--- config.mk ---
export PLATFORM = sky130hd
export DESIGN_NAME = wb_stage
export DESIGN_NICKNAME = d
export VERILOG_FILES = /design/src/rtl/wb_pkg.sv /design/src/rtl/wb_stage_load_ext.sv /design/src/rtl/wb_stage.sv
export SDC_FILE = /design/constraint.sdc
export NUM_CORES = 1
export LEC_CHECK = 0
export BUFFER_PORTS_ARGS = -buffer_cell sky130_fd_sc_hd__buf_2
export CAP_MARGIN = 10
export CORE_ASPECT_RATIO = 1.1
export CORE_UTILIZATION = 48
export CTS_CLUSTER_SIZE = 24
export DETAILED_ROUTE_END_ITERATION = 8
export HOLD_SLACK_MARGIN = 0.03
export MAX_ROUTING_LAYER = met4
export PLACE_DENSITY = 0.77
export SLEW_MARGIN = 20
export SYNTH_ARGS = -nofsm -noshare
export SYNTH_HDL_FRONTEND = slang
export SYNTH_SLANG_ARGS = --single-unit
--- constraint.sdc ---
create_clock -name clk -period 3 [get_ports clk]
set_clock_uncertainty 0.15 [all_clocks]
set_input_delay 0.15 -clock clk [delete_from_list [all_inputs] [get_ports clk]]
set_output_delay 0.15 -clock clk [all_outputs]
set_load 0.05 [all_outputs]
--- src/rtl/wb_pkg.sv ---
// Shared encodings and pipeline-register layout for the writeback stage.
package wb_pkg;
  localparam logic [1:0] WB_SEL_ALU  = 2'd0;
  localparam logic [1:0] WB_SEL_LOAD = 2'd1;
  localparam logic [1:0] WB_SEL_LINK = 2'd2;

  localparam logic [2:0] LD_LW  = 3'd0;
  localparam logic [2:0] LD_LH  = 3'd1;
  localparam logic [2:0] LD_LHU = 3'd2;
  localparam logic [2:0] LD_LB  = 3'd3;
  localparam logic [2:0] LD_LBU = 3'd4;

  localparam logic [31:0] PC_LINK_OFFSET = 32'd8;

  typedef struct packed {
    logic        valid;
    logic        reg_write;
    logic [4:0]  write_addr;
    logic [1:0]  wb_sel;
    logic [2:0]  load_type;
    logic [31:0] alu_result;
    logic [31:0] read_data;
    logic [31:0] pc;
  } wb_reg_t;
endpackage

--- src/rtl/wb_stage_load_ext.sv ---
// Combinational load extender: selects a little-endian byte/half lane and
// sign- or zero-extends it. Unknown load types pass the full word.
module load_ext
  import wb_pkg::*;
(
  input  logic [31:0] read_data,
  input  logic [1:0]  addr,
  input  logic [2:0]  load_type,
  output logic [31:0] ext_data
);
  logic [7:0]  byte_v;
  logic [15:0] half_v;

  always_comb begin
    byte_v = read_data[7:0];
    case (addr)
      2'd1:    byte_v = read_data[15:8];
      2'd2:    byte_v = read_data[23:16];
      2'd3:    byte_v = read_data[31:24];
      default: byte_v = read_data[7:0];
    endcase
    // addr[0] is ignored for halfwords
    half_v = addr[1] ? read_data[31:16] : read_data[15:0];
  end

  always_comb begin
    ext_data = read_data;
    case (load_type)
      LD_LH:   ext_data = {{16{half_v[15]}}, half_v};
      LD_LHU:  ext_data = {16'd0, half_v};
      LD_LB:   ext_data = {{24{byte_v[7]}}, byte_v};
      LD_LBU:  ext_data = {24'd0, byte_v};
      default: ext_data = read_data;
    endcase
  end
endmodule

--- src/rtl/wb_stage.sv ---
// MIPS writeback stage: MEM/WB register, result select, GRF write port and
// write-through bypass flags. WB_RETIRE_CNT_EN adds a retired-instruction counter.
module wb_stage
  import wb_pkg::*;
#(
  parameter logic [31:0] RESET_PC = 32'h0000_3000
) (
  input  logic        clk,
  input  logic        reset,
  input  logic        mem_valid,
  input  logic        mem_reg_write,
  input  logic [4:0]  mem_write_addr,
  input  logic [1:0]  mem_wb_sel,
  input  logic [2:0]  mem_load_type,
  input  logic [31:0] mem_alu_result,
  input  logic [31:0] mem_read_data,
  input  logic [31:0] mem_pc,
  input  logic        stall_wb,
  input  logic        flush_wb,
  input  logic [4:0]  id_rs,
  input  logic [4:0]  id_rt,
  output logic        reg_write,
  output logic [4:0]  write_addr,
  output logic [31:0] write_data,
  output logic        bypass_rs_grf,
  output logic        bypass_rt_grf,
  output logic        wb_valid
`ifdef WB_RETIRE_CNT_EN
  ,
  output logic [31:0] retire_count
`endif
);
  wb_reg_t     wb_q, wb_d;
  logic [31:0] ld_data;

  // Flush beats stall; a flushed slot keeps its payload but can never write.
  always_comb begin
    wb_d = wb_q;
    if (flush_wb) begin
      wb_d.valid     = 1'b0;
      wb_d.reg_write = 1'b0;
    end else if (!stall_wb) begin
      wb_d.valid      = mem_valid;
      wb_d.reg_write  = mem_reg_write;
      wb_d.write_addr = mem_write_addr;
      wb_d.wb_sel     = mem_wb_sel;
      wb_d.load_type  = mem_load_type;
      wb_d.alu_result = mem_alu_result;
      wb_d.read_data  = mem_read_data;
      wb_d.pc         = mem_pc;
    end
  end

  always_ff @(posedge clk or posedge reset) begin
    if (reset) begin
      wb_q    <= '0;
      wb_q.pc <= RESET_PC;
    end else begin
      wb_q <= wb_d;
    end
  end

  load_ext u_load_ext (
    .read_data (wb_q.read_data),
    .addr      (wb_q.alu_result[1:0]),
    .load_type (wb_q.load_type),
    .ext_data  (ld_data)
  );

  always_comb begin
    case (wb_q.wb_sel)
      WB_SEL_LOAD: write_data = ld_data;
      WB_SEL_LINK: write_data = wb_q.pc + PC_LINK_OFFSET;
      default:     write_data = wb_q.alu_result;
    endcase
  end

  // $0 is hardwired, so writes to it are suppressed and never forwarded
  assign reg_write     = wb_q.valid & wb_q.reg_write & (wb_q.write_addr != 5'd0);
  assign write_addr    = wb_q.write_addr;
  assign wb_valid      = wb_q.valid;
  assign bypass_rs_grf = reg_write & (wb_q.write_addr == id_rs);
  assign bypass_rt_grf = reg_write & (wb_q.write_addr == id_rt);

`ifdef WB_RETIRE_CNT_EN
  logic [31:0] retire_q, retire_d;

  // Counted on the edge the instruction leaves WB, so a stall counts once
  assign retire_d = (wb_q.valid && !stall_wb) ? retire_q + 32'd1 : retire_q;

  always_ff @(posedge clk or posedge reset) begin
    if (reset) retire_q <= '0;
    else       retire_q <= retire_d;
  end

  assign retire_count = retire_q;
`endif
endmodule

==> After elaboration in Yosys (flattened, before gate mapping) <==
Index checks and enable logic that the tools add are counted.
{ "totals": {"ff_bits": 108, "output_inout_bits": 41} }
{ "classes": {"addsub": 1, "eq_ne": 12, "mux": 6, "n_bitwise": 6, "reduce_logical": 2} }
{ "ops": {"columns": ["op", "n"], "rows": [
  ["$pmux 32 s4", 1],
  ["$mux 108", 1],
  ["$pmux 32 s2", 1],
  ["$add 32x4->32 const B", 1],
  ["$pmux 8 s3", 1],
  ["$mux 16", 1],
  ["$eq 5x5->1", 2],
  ["$eq 2x2->1 const B", 3],
  ["$eq 3x2->1 const B", 2],
  ["$reduce_bool 5->1", 1],
  ["$and 1x1->1", 4],
  ["$eq 2x1->1 const B", 2],
  ["$eq 3x1->1 const B", 1],
  ["$eq 3x3->1 const B", 1],
  ["$mux 2", 1],
  ["$ne 2x1->1 const B", 1],
  ["$not 1->1", 2],
  ["$reduce_and 2->1", 1]
]} }

==> Depth between registers and ports, before layout <==
Gate-level depths: netlist (run 1).
{ "depth": {"word_depth": 4, "depth_mapped": 8, "mapped_depth_nobuf": 7} }

==> Cells and area by module <==
A second synthesis (run 1) with hierarchy kept.
{ "hier_totals": {"hier_cells": 582, "hier_area_um2": 6399.9} }
{ "modules_own_cells": {"columns": ["module", "n_inst", "cells_per_inst", "area_each_um2", "seq_area_each_um2"], "rows": [
  ["wb_stage", 1, 459, 5363.9, 2705.1],
  ["load_ext", 1, 123, 1036.0, 0.0]
]} }

==> Worst setup path after synthesis (run 1) <==
Ideal clock, no wire load.
{ "synth_path": {"path_type": "register to output", "startpoint": "register wb_q[96] (netlist name)", "endpoint": "output write_data[0]", "arrival_ns": 2.504, "slack_ns": 0.196, "path_stages_with_launch": 6, "path_buffers": 1, "path_cell_list": "dfrtp_1 > clkbuf_1 > or3b_2 > a21boi_2 > o21ai_0 > o21ai_0"} }
{ "synth_via": {"elab_chain_len": 3} }
{ "synth_lines": {"columns": ["element", "line_no", "source"], "rows": [
  ["from (decl)", "wb_stage.sv:33", "wb_reg_t wb_q, wb_d;"],
  ["from (signal assigned)", "wb_stage.sv:59", "wb_q <= wb_d;"],
  ["$eq 3x3->1, or another cell as far along", "wb_stage_load_ext.sv:28", "case (load_type)"],
  ["$pmux 32 s4 *", "wb_stage_load_ext.sv:28", null],
  ["$pmux 32 s2 *", "wb_stage.sv:71", "case (wb_q.wb_sel)"],
  ["to (decl)", "wb_stage.sv:24", "output logic [31:0] write_data,"]
]} }
Mark *: on every way between the ends. The rest lies on a longest branch, timed or not.

==> Worst setup path after layout (run 1) <==
{ "layout_path": {"startpoint": "register wb_q[13] (netlist name)", "endpoint": "output write_data[31]"} }
{ "layout_via": {"elab_chain_len": 2} }
{ "layout_lines": {"columns": ["element", "line_no", "source"], "rows": [
  ["$add 32x4->32", "wb_stage.sv:73", "WB_SEL_LINK: write_data = wb_q.pc + PC_LINK_OFFSET;"],
  ["$pmux 32 s2", "wb_stage.sv:71", null]
]} }
No other way between the ends.

==> results.ini, run 1 <==
[run_status]
status=finished, final reports clean

[floorplan]
floorplan.initialDensity_pct=49.34
die-area_um2=12820
die_w_um=108.1
row_count=42
coreArea_um2=12030
die_height_um=118.7
io_pins=163

[sta]
timing.fmax_ghz=0.3365
grt_setup_unrepaired=yes
tightest_slew_ns=0.8361
whs_ns=0.2942
setup_viol=0
max-slew-margin-rel_pct=44.14
period_minus_slack_ns=2.972
post-route-period-util_pct=99.07
slew_viol_final=0
hold_viol_final=0

[setup_path]
path_class=flip-flop to output port
start_kind=flip-flop
critPathSlowestCell=or4_4
path_cells=nand4_1 > or4_4 > nor4_4 > xnor2_1 > o211ai_2 > buf_4
cp_data_arrival_time_ns=2.67
required_ns=2.70
critPathCaptureType=output port
ff2ff_path_depth=3
crit_path_max_fanout=7
slowest_delay_ns=0.69

[flow_run]
cap_violations=0

[routing]
wirelength_met1_um=7657
wl_met2_um=9325
drtPass1Iterations=7
drtAntennaViolNets=0
routed_wl_um=19010
vias=5641
drc=0
wire_per_inst_um=19.35
initialDrtViolationCount=496
vias_per_cell=5.744
maxUsedRoutingLayer=met4
wl_met3_um=1139

[clocking]
cts_buffer_depth=2
clock_sink_count=108
clk_pin_slew_ns=0.07
numCtsBuffers=9
cts.htree.levels=3
cts_tree=built
clk-insertion-delay-late_ns=0.36
cts_root_buf=clkbuf_16

[worst_hold_path]
hold_depth=5
hold_class=input pin to flip-flop

[cells_and_area]
drive_above_1_share_pct=38.81
layout.cells.most_common_list=160 x buf_2, 111 x dlygate4sd3_1, 106 x dfrtp_1
final_common_cell=buf_2
num-nets-final=947
final_util_pct=70.11
syn2layout_area_growth_pct=42.08

[global_routing]
gr-total-overflow=0
antenna_found_initial=1
grt_pass1_wl_um=29240
grt_max_degree=115
first_global_vias=5758
grt_usage_pct=31.20

[power_and_ir_drop]
cellLeakagePower_nw=3.674
p_clk_share_pct=26.0
p_sw_share_pct=38.50
p_switching_w=0.001955
power_density_nw_per_um2=602.1
internal_power_w=0.003124
seqPwrFrac_pct=37.7
ir_drop_uv=480.9
power.share.combinational_pct=36.3

[placement]
place.gp.congestion=0.9145
io_buffer_count=162
dp_hpwl_um=12010

[logic_synthesis]
synth.cell_area_um2=5938
yosys.cell_types.count=50
synth-main-ff-cell=dfrtp_1
synthArstFlopShare_pct=100.0
syn_inst=554
synth_edf_count=0
yosys.area.top_type=dfrtp_1
ys_warn_count=0
syn_nets=679
ys_seq_area_share_pct=45.55
yosys.area.top_type_share_pct=44.67
synth_seq_cells=108
syn_area_per_cell_um2=10.72
synth_area_leaders=dfrtp_1 45%, mux2_2 19%, o21ai_0 5.7%

[power by group through the flow]
stage                     logic [W]  registers (W)  clock network (W)
final                       0.00185        0.00191            0.00132
after global routing        0.00197        0.00193            0.00138
after CTS                   0.00180        0.00190            0.00133
after detailed placement    0.00167        0.00192                  0
after global placement      0.00165        0.00191                  0
after floorplan             0.00128        0.00183                  0
[cell usage after synthesis (2+ instances only)]
library cell / number
dfrtp_1: 106
mux2_2: 102
o21ai_0: 68
nand2_1: 39
clkbuf_1: 30
nor2_1: 22
xnor2_1: 22
o211ai_1: 18
a22oi_1: 16
xor2_1: 16
a21oi_1: 12
nand3_1: 11
inv_1: 10
nand4_1: 9
nor3_1: 6
a222oi_1: 5
buf_4: 5
nand2b_1: 5
nor4_1: 5
mux2i_1: 4
o2bb2ai_1: 4
and3_1: 3
ha_1: 3
nor2b_1: 3
and4_1: 2
buf_2: 2
dfstp_2: 2
or4_1: 2
[metal layers]
layer  track usage [%]  vias up
li1                  -     2557
met1             38.53     2753
met2             48.41      263
met3             4.744       68
met4             17.81        0
met5                 -        -
[registers in the layout (all words and copies together) (netlist names)]
register    count
wb_q          102
wb_valid        1
write_addr      5
[stage by stage]
step / TNS, ns / total power, W / worst slack, ns / area [µm²] / cells
global route: -0.1094 / 0.005281 / -0.06053 / 8437 / 982
CTS: 0 / 0.005029 / 0.01468 / 8363 / 974
detailed placement: 0 / 0.003595 / 0.1780 / 6919 / 847
finish: 0 / 0.005080 / 0.02795 / 8437 / 982
floorplan: 0 / 0.003106 / 0.1958 / 5942 / 554
global placement: 0 / 0.003565 / 0.3050 / 6919 / 847
[kinds of logic after synthesis]
kind of cell	synth area share (%)
flip-flops	45.55
adder cells (fa/ha/maj)	0.6322
multiplexers	20.40
AO/OA/AOI/OAI	14.05
XOR/XNOR	5.605
AND/OR/NAND/NOR	10.24
buffers and inverters	3.519
[timing repair]
item,4_1_cts,5_1_grt
setup buffers,0,7
resized for setup,3,6
endpoints found under the setup margin,16,25
pin swaps,0,4
endpoints found under the hold margin,145,0
hold buffers,111,0
[critical path, delay by kind of cell, from the launching register on]
kind / cells / cell delay (ns)
buffers and inverters: 1 / 0.23
AND/OR/NAND/NOR: 3 / 1.22
AO/OA/AOI/OAI: 1 / 0.16
XOR/XNOR: 1 / 0.11
flip-flops: 1 / 0.59
[final timing paths]
check | startpoint | endpoint | slack (ns)
worst max-delay path | wb_q[13] | write_data[31] | 0.03
worst min-delay path | stall_wb | wb_q[96] | 0.29
worst max register to register | wb_valid | wb_valid | 1.59
worst min register to register | wb_q[78] | wb_q[78] | 0.36
max in group asynchronous | reset | wb_q[12] | 1.45
min in group asynchronous | reset | write_addr[4] | 0.37
[layout make-up]
type / count / area, µm²
fill: 869 / 3597
multi-input combinational: 398 / 3049
sequential: 108 / 2705
timing repair buffer: 295 / 2121
clock buffer: 10 / 239.0
tap: 154 / 192.7
clock inverter: 6 / 86.33
inverter: 10 / 41.29
antenna: 1 / 2.502
(Power assumes the default switching activity.)
==> run 2: changes to the inputs <==
Settings changed: CELL_PAD_IN_SITES_DETAIL_PLACEMENT set to 1, CELL_PAD_IN_SITES_GLOBAL_PLACEMENT set to 1, CORE_UTILIZATION 48 to 41, PLACE_DENSITY 0.77 to not set, PLACE_DENSITY_LB_ADDON set to 0.1.
Clock period 3 ns to 3.1 ns, I/O delays scaled along.
==> results.ini, run 2 (synthesis gave the netlist of run 1 again) <==
[setup_path]
required_ns=2.79  ; was 2.70 ns
ff2ff_path_depth=3  ; unchanged
regToRegEndpoint=wb_q[106]  ; was wb_valid
startpoint=wb_q[97]  ; was wb_q[13]
endpoint=write_data[4]  ; was write_data[31]
r2r_start=wb_q[106]  ; was wb_valid
crit_path_max_fanout=11  ; was 7
cp_data_arrival_time_ns=2.69  ; was 2.67 ns
critPathCaptureType=output port  ; unchanged
start_kind=flip-flop  ; unchanged
r2r_slack_ns=1.65  ; was 1.59 ns
path_class=flip-flop to output port  ; unchanged

[power_and_ir_drop]
ir_drop_uv=344.4  ; was 480.9 µV
power_density_nw_per_um2=584.5  ; was 602.1 nW/µm²
cellLeakagePower_nw=3.663  ; was 3.674 nW

[sta]
tightest_slew_ns=0.8757  ; was 0.8361 ns
max-slew-margin-rel_pct=41.50  ; was 44.14%
setup_slack_ns=0.1012  ; was 0.02795 ns
post-route-period-util_pct=96.74
setup_viol=0  ; unchanged
timing.fmax_ghz=0.3335
setup_tns_ns=0  ; unchanged
grt_setup_unrepaired=no  ; was yes
hold_viol_final=0  ; unchanged
period_minus_slack_ns=2.999
slew_viol_final=0  ; unchanged

[routing]
drc=0  ; unchanged
vias_per_cell=5.492  ; was 5.744
routed_wl_um=21260  ; was 19010 µm
wire_per_inst_um=20.99  ; was 19.35 µm
drtPass1Iterations=6  ; was 7
initialDrtViolationCount=261  ; was 496
drtAntennaViolNets=0  ; unchanged
vias=5563  ; was 5641

[floorplan]
floorplan.initialDensity_pct=42.53  ; was 49.34%
die_height_um=128.2  ; was 118.7 µm
coreArea_um2=13960  ; was 12030 µm²
die-area_um2=14970  ; was 12820 µm²
io_pins=163  ; unchanged
die_w_um=116.7  ; was 108.1 µm
row_count=45  ; was 42

[placement]
dp_hpwl_um=13660  ; was 12010 µm
placed_cell_area_um2=6954  ; was 6919 µm²
dpl_worst_slack_ns=0.2141  ; was 0.1780 ns
io_buffer_count=162  ; unchanged
place.gp.congestion=0.8923  ; was 0.9145

[global_routing]
grt_usage_pct=30.56  ; was 31.20%
antenna_found_initial=2  ; was 1
first_global_vias=6051  ; was 5758
grt_max_degree=115  ; unchanged
gr-total-overflow=0  ; unchanged
grt_pass1_wl_um=32610  ; was 29240 µm

[clocking]
cts_root_buf=clkbuf_16  ; unchanged
cts_tree=built  ; unchanged
cts.htree.levels=3  ; unchanged
clk-insertion-delay-late_ns=0.36  ; about the same
clock_sink_count=108  ; unchanged
cts_buffer_depth=2  ; unchanged
clk_pin_slew_ns=0.08  ; was 0.07 ns
numCtsBuffers=9  ; unchanged

[cells_and_area]
fin_area_um2=8459  ; was 8437 µm²
top_register=wb_q  ; unchanged
syn2layout_area_growth_pct=42.46  ; was 42.08%
largest_reg_flops=102  ; unchanged
drive_above_1_share_pct=38.27  ; was 38.81%
final_common_cell=buf_2  ; unchanged
num-nets-final=943  ; was 947
layout.cells.most_common_list=160 x buf_2, 111 x dlygate4sd3_1, 106 x dfrtp_1  ; unchanged

[flow_run]
cap_violations=0  ; unchanged

[worst_hold_path]
hold_class=input pin to async pin  ; was input pin to flip-flop

[run_status]
status=finished, final reports clean  ; unchanged

[run 2: cell types whose count changed in the layout (fill, tap and decap cells not counted), sizes merged]
| cell | change |
|---|---|
| clkbuf | +1 |
| diode | +1 |
| clkinv | +1 |
| inv | +1 |
| buf | -6 |
| clkinvlp | -1 |
[run 2: where the power goes]
group | internal [W] | switching [W]
combinational | 0.000681 | 0.00114
clock | 0.000716 | 0.000555
sequential | 0.00161 | 0.000241
[run 2: through the flow]
stage / hold slack, ns / instances / utilization (%) / total power, W
floorplan: 0.07141 / 554 / - / 0.003006
global placement: 0.2174 / 880 / 49.80 / 0.003490
detailed placement: 0.2257 / 880 / 49.80 / 0.003525
CTS: 0.3587 / 1007 / 60.19 / 0.004914
global route: 0.3811 / 1013 / 60.58 / 0.005162
finish: 0.3570 / 1013 / 60.58 / 0.004944
[run 2: critical path, cell delays in order, from the launching register on]
cell and delay, ns:
dfrtp_1 0.45, or3b_2 0.65, a21boi_4 0.27, nor3_2 0.12, a221oi_1 0.38, o21ai_0 0.21, buf_2 0.26
[run 2: how the worst min path moves through the flow]
| stage | end | slack, ns | depth (start not counted) |
|---|---|---|---|
| after floorplan | wb_q[106] | 0.07 | 1 |
| after global placement | wb_q[23] | 0.22 | 2 |
| after detailed placement | wb_q[24] | 0.23 | 2 |
| after CTS | wb_q[98] | 0.36 | 5 |
| after global routing | wb_q[90] | 0.38 | 1 |
| final | wb_q[24] | 0.36 | 3 |
[run 2: what timing repair did]
| item | 4_1_cts | 5_1_grt |
|---|---|---|
| endpoints found under the setup margin | 12 | 8 |
| hold buffers | 111 | 0 |
| setup buffers | 0 | 4 |
| gates resized for setup | 3 | 3 |
| endpoints found under the hold margin | 143 | 0 |
| pin swaps | 0 | 2 |
[run 2: metal layers]
layer	vias up	GRT usage [%]	part of all wire [%]	wire length (µm)
met1	2798	35.79	42	8843
met3	40	3.877	4.0	840
met2	172	53.08	52	11030
met4	0	11.69	2.5	541
met5	-	-	0	0
li1	2553	-	-	-
[run 2: final cells by class]
type | count | area (µm²)
clock buffers | 9 | 225.2
repair buffers | 291 | 2100
inverters | 10 | 41.29
flip-flops and latches | 108 | 2705
diodes | 2 | 5.005
well taps | 188 | 235.2
fillers | 1557 | 5504
multi-input cells | 398 | 3049
clock inverters | 7 | 98.84
==> run 3: changes to the inputs <==
Clock period 3.1 ns to 2.8 ns, I/O delays scaled along.
==> results.ini, run 3 (synthesis gave the netlist of run 1 again) <==
[placement]
place.gp.congestion=0.8632  ; was 0.8923
dp_hpwl_um=13990  ; was 13660 µm
io_buffer_count=162  ; unchanged
dpl_worst_slack_ns=0.05657  ; was 0.2141 ns
dp_cells=884  ; was 880

[floorplan]
die_w_um=116.7  ; unchanged
floorplan.initialDensity_pct=42.53  ; unchanged
row_count=45  ; unchanged
coreArea_um2=13960  ; unchanged
die_height_um=128.2  ; unchanged
io_pins=163  ; unchanged
die-area_um2=14970  ; unchanged

[routing]
drtAntennaViolNets=0  ; unchanged
wire_per_inst_um=21.27  ; was 20.99 µm
drtPass1Iterations=5  ; was 6
routed_wl_um=21830  ; was 21260 µm
vias_per_cell=5.503  ; was 5.492
drc=0  ; unchanged
vias=5646  ; was 5563
initialDrtViolationCount=331  ; was 261

[power_and_ir_drop]
p_clk_share_pct=24.2  ; was 25.7%
p_switching_w=0.002173  ; was 0.001932 W
cellLeakagePower_nw=3.760  ; was 3.663 nW
power_density_nw_per_um2=633.3  ; was 584.5 nW/µm²
p_sw_share_pct=39.69  ; was 39.08%
power.share.combinational_pct=38.3  ; was 36.8%
seqPwrFrac_pct=37.5  ; about the same
ir_drop_uv=360.3  ; was 344.4 µV
internal_power_w=0.003302  ; was 0.003012 W

[clocking]
clock_sink_count=108  ; unchanged
clk-insertion-delay-late_ns=0.35  ; was 0.36 ns
cts.htree.levels=3  ; unchanged
cts_root_buf=clkbuf_16  ; unchanged
cts_buffer_depth=2  ; unchanged
cts_tree=built  ; unchanged
clk_pin_slew_ns=0.08  ; about the same
numCtsBuffers=9  ; unchanged

[sta]
tightest_slew_ns=0.6954  ; was 0.8757 ns
setup_slack_ns=0.01089  ; was 0.1012 ns
setup_viol=0  ; unchanged
period_minus_slack_ns=2.789
slew_viol_final=0  ; unchanged
setup_tns_ns=0  ; unchanged
grt_setup_unrepaired=yes  ; was no
max-slew-margin-rel_pct=53.53  ; was 41.50%
timing.fmax_ghz=0.3585
post-route-period-util_pct=99.61
hold_viol_final=0  ; unchanged

[setup_path]
critPathCaptureType=output port  ; unchanged
startpoint=wb_q[13]  ; was wb_q[97]
cp_data_arrival_time_ns=2.50  ; was 2.69 ns
r2r_start=wb_valid  ; was wb_q[106]
crit_path_max_fanout=6  ; was 11
start_kind=flip-flop  ; unchanged
path_class=flip-flop to output port  ; unchanged
required_ns=2.51  ; was 2.79 ns

[run_status]
status=finished, final reports clean  ; unchanged

[cells_and_area]
final_common_cell=buf_2  ; unchanged
final_util_pct=61.92  ; was 60.58%
fillCellCount=1542  ; was 1557
drive_above_1_share_pct=40.48  ; was 38.27%
final_cells=1026  ; was 1013
multi_input_area_um2=3112  ; was 3049 µm²
ff_latch_area_um2=2709  ; was 2705 µm²
syn2layout_area_growth_pct=45.60  ; was 42.46%
largest_reg_flops=102  ; unchanged
num-nets-final=955  ; was 943
top_register=wb_q  ; unchanged
layout.cells.most_common_list=153 x buf_2, 111 x dlygate4sd3_1, 103 x dfrtp_1  ; was 160 x buf_2, 111 x dlygate4sd3_1, 106 x dfrtp_1

[global_routing]
first_global_vias=6087  ; was 6051
grt_pass1_wl_um=33390  ; was 32610 µm
grt_max_degree=64  ; was 115
antenna_found_initial=3  ; was 2
grt_usage_pct=31.22  ; was 30.56%
gr-total-overflow=0  ; unchanged

[worst_hold_path]
worstHoldStart=stall_wb
hold_class=input pin to flip-flop  ; was input pin to async pin

[flow_run]
cap_violations=0  ; unchanged

[run 3: power by group through the flow]
stage          clock, W  combinational [W]  sequential [W]
2_1_floorplan         0            0.00137         0.00196
3_3_place_gp          0            0.00182         0.00206
3_5_place_dp          0            0.00185         0.00207
4_1_cts         0.00135            0.00202         0.00204
5_1_grt         0.00141            0.00223         0.00208
6_report        0.00133            0.00210         0.00205
[run 3: layer usage]
metal | track usage (%) | wire length, µm
met1 | 37.20 | 8987
met2 | 53.95 | 11320
met3 | 4.728 | 1014
met4 | 9.680 | 501
met5 | - | 0
[run 3: final timing paths]
kind | endpoint | slack [ns] | depth (start not counted)
setup / recovery | write_data[24] | 0.01 | 8
hold / removal | wb_q[91] | 0.22 | 3
setup reg to reg | wb_valid | 1.34 | 3
hold reg to reg | wb_q[91] | 0.36 | 1
max in group asynchronous | wb_q[13] | 1.85 | 4
min in group asynchronous | wb_q[25] | 0.26 | 4
[run 3: timing repair]
action | CTS | global route
pin swaps | 9 | 8
resized for setup | 15 | 23
cloned | 0 | 0
buffers inserted | 5 | 7
endpoints found under the setup margin | 28 | 28
hold buffers | 111 | 0
hold endpoints to repair | 214 | 0
[run 3: worst max-delay path, stage by stage (launching register included)]
cell and delay [ns]:
dfstp_2 0.55, nand4_1 0.17, buf_4 0.21, nor3_4 0.17, buf_4 0.16, nand4_1 0.14, xor2_2 0.23, o211ai_1 0.27
buf_4 0.25
[run 3: final cells by class]
| class | instances | share of cell area, % |
|---|---|---|
| inverters | 10 | 0.4776 |
| flip-flops and latches | 108 | 31.33 |
| repair buffers | 303 | 25.90 |
| multi-input cells | 398 | 35.99 |
| clock inverters | 6 | 0.8394 |
| clock buffers | 10 | 2.648 |
| well taps | 188 | 2.721 |
| diodes | 3 | 0.08683 |
[run 3: per-stage QoR]
step / power [W] / instance area, µm² / hold WS [ns]
floorplan: 0.003328 / 5942 / 0.05641
global route: 0.005724 / 8646 / 0.2346
finish: 0.005476 / 8646 / 0.2191
CTS: 0.005411 / 8518 / 0.1806
detailed placement: 0.003916 / 7009 / 0.1129
global placement: 0.003880 / 7009 / 0.1052
